==> src/rtl/sr_latch_driver.sv <==
// Command-to-strobe stage driving the active-low S/R inputs of an SR latch,
// with readback check. Define SR_LATCH_DRIVER_SYNC_EN to synchronize Q/Qn readback.
module sr_latch_driver #(
  parameter int PULSE_CYCLES  = 2,
  parameter int SETTLE_CYCLES = 3,
  parameter int CNT_W         = 4,
  parameter int ERRCNT_W      = 8
) (
  input  logic                Clk,
  input  logic                Reset,
  input  logic                CmdValid,
  input  logic                CmdSet,
  output logic                CmdReady,
  output logic                S_n,
  output logic                R_n,
  input  logic                Q_in,
  input  logic                Qn_in,
  output logic                Done,
  output logic                Error,
  output logic [ERRCNT_W-1:0] ErrCount
);

`ifdef SR_LATCH_DRIVER_SYNC_EN
  localparam int SYNC_STAGES = 2;
  localparam int CW          = CNT_W + 1;
`else
  localparam int SYNC_STAGES = 0;
  localparam int CW          = CNT_W;
`endif

  localparam logic [CW-1:0] PULSE_LOAD  = CW'(PULSE_CYCLES - 1);
  localparam logic [CW-1:0] SETTLE_LOAD = CW'(SETTLE_CYCLES - 1 + SYNC_STAGES);

  typedef enum logic [1:0] {IDLE, PULSE, SETTLE, CHECK} state_t;

  state_t        state;
  logic [CW-1:0] cnt;
  logic          cmd_set;
  logic          q_chk;
  logic          qn_chk;
  logic          mismatch;

`ifdef SR_LATCH_DRIVER_SYNC_EN
  logic [1:0] q_sync;
  logic [1:0] qn_sync;

  // Synchronizer flops carry no reset: their contents are flushed long before
  // any CHECK can follow a reset, so a reset term would only add logic.
  always_ff @(posedge Clk) begin
    q_sync  <= {q_sync[0], Q_in};
    qn_sync <= {qn_sync[0], Qn_in};
  end

  assign q_chk  = q_sync[1];
  assign qn_chk = qn_sync[1];
`else
  // Direct sample: the latch has been static for SETTLE_CYCLES before CHECK.
  assign q_chk  = Q_in;
  assign qn_chk = Qn_in;
`endif

  assign mismatch = ({q_chk, qn_chk} != {cmd_set, ~cmd_set});

  // NOTE: every register here uses non-blocking assignment so all of them
  // update together from the pre-edge values, matching the hardware.
  always_ff @(posedge Clk) begin
    if (Reset) begin
      state    <= IDLE;
      cnt      <= '0;
      cmd_set  <= 1'b0;
      CmdReady <= 1'b0;
      S_n      <= 1'b1;
      R_n      <= 1'b1;
      Done     <= 1'b0;
      Error    <= 1'b0;
      ErrCount <= '0;
    end else begin
      Done <= 1'b0;
      case (state)
        IDLE: begin
          if (CmdValid && CmdReady) begin
            cmd_set  <= CmdSet;
            CmdReady <= 1'b0;
            Error    <= 1'b0;
            cnt      <= PULSE_LOAD;
            state    <= PULSE;
          end else begin
            CmdReady <= 1'b1;
          end
        end
        PULSE: begin
          // Only the strobe selected by the latched command can go low.
          S_n <= ~cmd_set;
          R_n <= cmd_set;
          if (cnt == '0) begin
            cnt   <= SETTLE_LOAD;
            state <= SETTLE;
          end else begin
            cnt <= cnt - 1'b1;
          end
        end
        SETTLE: begin
          S_n <= 1'b1;
          R_n <= 1'b1;
          if (cnt == '0) begin
            state <= CHECK;
          end else begin
            cnt <= cnt - 1'b1;
          end
        end
        CHECK: begin
          Done     <= 1'b1;
          Error    <= mismatch;
          CmdReady <= 1'b1;
          state    <= IDLE;
          if (mismatch && (ErrCount != '1)) begin
            ErrCount <= ErrCount + 1'b1;
          end
        end
        default: state <= IDLE;
      endcase
    end
  end

endmodule

==> config.mk <==
export PLATFORM = sky130hd
export DESIGN_NAME = sr_latch_driver
export DESIGN_NICKNAME = d
export VERILOG_FILES = /design/src/rtl/sr_latch_driver.sv
export SDC_FILE = /design/constraint.sdc
export NUM_CORES = 1
export LEC_CHECK = 0
export CAP_MARGIN = 20
export CORE_MARGIN = 4
export CORE_UTILIZATION = 55
export CTS_CLUSTER_DIAMETER = 40
export DETAILED_ROUTE_END_ITERATION = 6
export PLACE_DENSITY = 0.86
export SETUP_SLACK_MARGIN = 0.05
export SYNTH_ARGS = -nofsm -noshare
export SYNTH_HDL_FRONTEND = slang
export SYNTH_SLANG_ARGS = --single-unit
==> constraint.sdc <==
create_clock -name Clk -period 2.44 [get_ports Clk]
set_input_delay 0.732 -clock Clk [delete_from_list [all_inputs] [get_ports Clk]]
set_output_delay 0.732 -clock Clk [all_outputs]
set_load 0.01 [all_outputs]
==> out/metrics.sh <==
STATUS='finished, final reports clean'
ROUTED-VIA-COUNT=987
AVGSYNTHCELLAREA_UM2=9.01
HOLD_VIOLATIONS=0
LARGEST_NET_DEGREE_AT_THE_START_OF_GLOBAL_ROUTING=16
TIMING.FINAL.CRIT_PERIOD_NS=2.06
DPL.CELL_COUNT=161
FILLER_CELL_COUNT=140
SYNTHFLOPTYPE='dfxtp_1'
SYNTHESIS.INSTANCES=119
PLACEMENT_ROWS=15
MIN_PATH_TYPE='flop to flop'
CTS.REPORTEDPATHS.CLKPINSLEW_NS=0.12
MOSTFREQUENTLAYOUTCELL='dfxtp_1'
ENDPOINT_KIND='primary output'
POST_SYNTH_EDFFS=0
PRE_ANTENNA_DRT_ITERS=5
DIE_H_UM=52.2
CP_DATA_REQUIRED_TIME_NS=1.71
SYN_TO_FINAL_GROWTH_PCT=23.3
VIAS_IN_THE_FIRST_GLOBAL_ROUTE=929
CTS_TREE='yes'
CRITPATHTOPFAMILY='buffers and inverters'
CRIT_PATH_CELL_TRACE='clkdlybuf4s50_1'
FINAL-INSTANCE-COUNT-EXCL-FILL=165
GRT_SETUP_UNREPAIRED='false'
MAX-CAP-VIOLATIONS=0
POST_CTS.RESIZED_INSTANCES=0
CTSHOLDBUFFERS=0
YOSYSSEQAREASHARE_PCT=37.3
CRITICAL_PATH.N_BUFFERS_INVERTERS=1
PEAK_SUPPLY_DROP_mV=0.750
YS_SEQ_ELEMENTS=20
PLACE.DETAILED.HPWL_MM=1.86
SETUP.WORST_PATH.CLASS='flop to primary output'
SETUP-TNS-FINAL_NS=0
FINAL-SETUP-VIOL-COUNT=0
CRITICAL_PATH_MAX_STAGE_DELAY_NS=0.58
STARTING_DRT_DRC_COUNT=15
OVERFLOW=0
FINAL_NETS=154
NUM_ANTENNA_CELLS=0
POST_SYNTH_NUM_CELL_TYPES=44
DRT.ANTENNA.VIOLATING_NETS=0
ANTENNA_FOUND_INITIAL=0
DIE_AREA_UM2=2720
WORST_CLOCK_SKEW_NS=0.00450
SLEW_HEADROOM_PCT=73.2
H_TREE_LEVELS=1
MAX-CLOCK-PATH-BUFFERS=2
SETUP_REPAIR_BUFS_AFTER_CTS=0
NETLIST_AREA_BEFORE_PLACEMENT_UM2=1070
NUMCLOCKSINKS=20
IO_BUFFER_COUNT=18
SLOWEST_STAGE='clkdlybuf4s50_1'
CLK_ROOT_BUFFER_CELL='clkbuf_4'
WORST_SLEW_PIN_SLEW_NS=0.401
VIAS_PER_INSTANCE=5.98
TIMING_MAX_TRANSITION_VIOLATIONS_FINAL=0
GRT_FIRST_PASS_WIRELENGTH_MM=4.01
POWER_LEAKAGE_nW=0.497
MOST-COMMON-LAYOUT-CELLS='dfxtp_1 (20), clkdlybuf4s50_1 (18), nor2_1 (11), inv_1 (8), ha_1 (7)'
ROUTE.DETAILED.DRC=0
CORE_AREA_UM2=1780
CRITICAL_PATH.MAX_FANOUT=7
COMBINED_GLOBAL_ROUTE_UTILIZATION_OF_ALL_METAL_LAYERS_PCT=19.5
DIE_W_UM=52.2
SHARE_OF_POST_ROUTE_CELLS_WITH_DRIVE_STRENGTH_ABOVE_1_PCT=8.57
ROUTE.DETAILED.WL_PER_INST_UM=14.5
WORSTSETUPSTARTPOINTTYPE='flop'
P_PER_CELL_AREA_nW_PER_UM2=863
FINALCRITPERIODSHARE_PCT=84.3
FINALWEIGHTEDCONGESTION=0.783
CTS_BUFFERS=3
LAYOUT.CORE_UTILIZATION_PCT=74.2
FLOORPLAN.INITIALDENSITY_PCT=60.1
REGISTER_TO_REGISTER_SETUP_SLACK_NS=0.71
SYNTH-ASYNC-RESET-RATIO_PCT=0
YS_WARN_COUNT=0
IOS=19
POSTROUTEWIRELENGTH_MM=2.40
SYNTH_FP_NETS=132
WORST-ENDPOINT-ARRIVAL_NS=1.32
MAX_CLOCK_FREQ_MHz=486
CLK-INSERTION-DELAY-LATE_NS=0.30
[worst paths after layout]
path / startpoint / depth (start not counted) / endpoint
max: ErrCount[4]$_SDFFE_PP0P_ / 1 / ErrCount[4]
min: S_n$_SDFFE_PP1N_ / 2 / S_n$_SDFFE_PP1N_
max reg2reg: state[0]$_SDFFE_PP0P_ / 6 / cnt[3]$_SDFFE_PP0P_
min reg2reg: S_n$_SDFFE_PP1N_ / 2 / S_n$_SDFFE_PP1N_
[per-stage QoR]
stage	instance area, um^2	total power [mW]	hold WS [ns]	worst slack [ns]
detailed placement	1290	0.951	0.478	0.196
finish	1320	1.14	0.508	0.384
floorplan	1070	0.810	0.476	0.752
global route	1320	1.22	0.550	0.318
CTS	1320	1.14	0.508	0.372
global placement	1290	0.922	0.470	0.244
[where the power goes]
group          switching [mW]  internal (mW)  leakage, nW
combinational           0.284          0.247        0.314
clock                   0.102         0.0909       0.0210
sequential             0.0461          0.372        0.162
[Yosys cell counts (2+ instances only)]
cell type	n	area share (%)
or3_1	2	1.2
nand2_1	6	2.1
o21ai_0	6	2.8
o211ai_1	3	2.1
a22o_1	2	1.6
a21oi_1	6	2.8
nor2_1	11	3.9
dfxtp_1	20	37
nor2b_1	3	1.8
o2111ai_1	2	1.6
o21ai_1	2	0.93
mux2i_1	3	2.8
inv_1	8	2.8
o31ai_1	3	2.1
clkbuf_1	2	0.70
nand4_1	2	1.2
nand2b_1	3	1.8
nand3_1	2	0.93
or4_1	2	1.4
ha_1	7	8.2
[state kept, by name, summed over array words and instances (netlist names)]
name,cells
CmdReady,1
Done,1
ErrCount,8
Error,1
R_n,1
S_n,1
cmd_set,1
cnt,4
state,2
[layout make-up]
cell class | count | area [um^2] | share of cell area [%]
Tap cell | 25 | 31.3 | 2.37
Multi-Input combinational cell | 88 | 629 | 47.6
Timing Repair Buffer | 20 | 195 | 14.8
Inverter | 8 | 30.0 | 2.27
Clock buffer | 4 | 36.3 | 2.74
Sequential cell | 20 | 400 | 30.3
[kinds of logic (layout without fill, tap and decap cells)]
kind of cell,after synthesis,in the layout,synth area share (%)
adder cells (fa/ha/maj),7,7,8.17
flip-flops,20,20,37.3
AND/OR/NAND/NOR,40,40,21.0
multiplexers,4,4,3.85
AO/OA/AOI/OAI,37,37,25.7
buffers and inverters,11,32,3.97
[routing by layer]
metal / global-route usage [%] / routed length, um / vias up
met5: 0 / 0 / -
met4: 9.36 / 63 / 0
met3: 3.72 / 93 / 8
met2: 32.0 / 1200 / 26
met1: 24.3 / 1040 / 470
li1: - / - / 483
(Power assumes the default switching activity.)
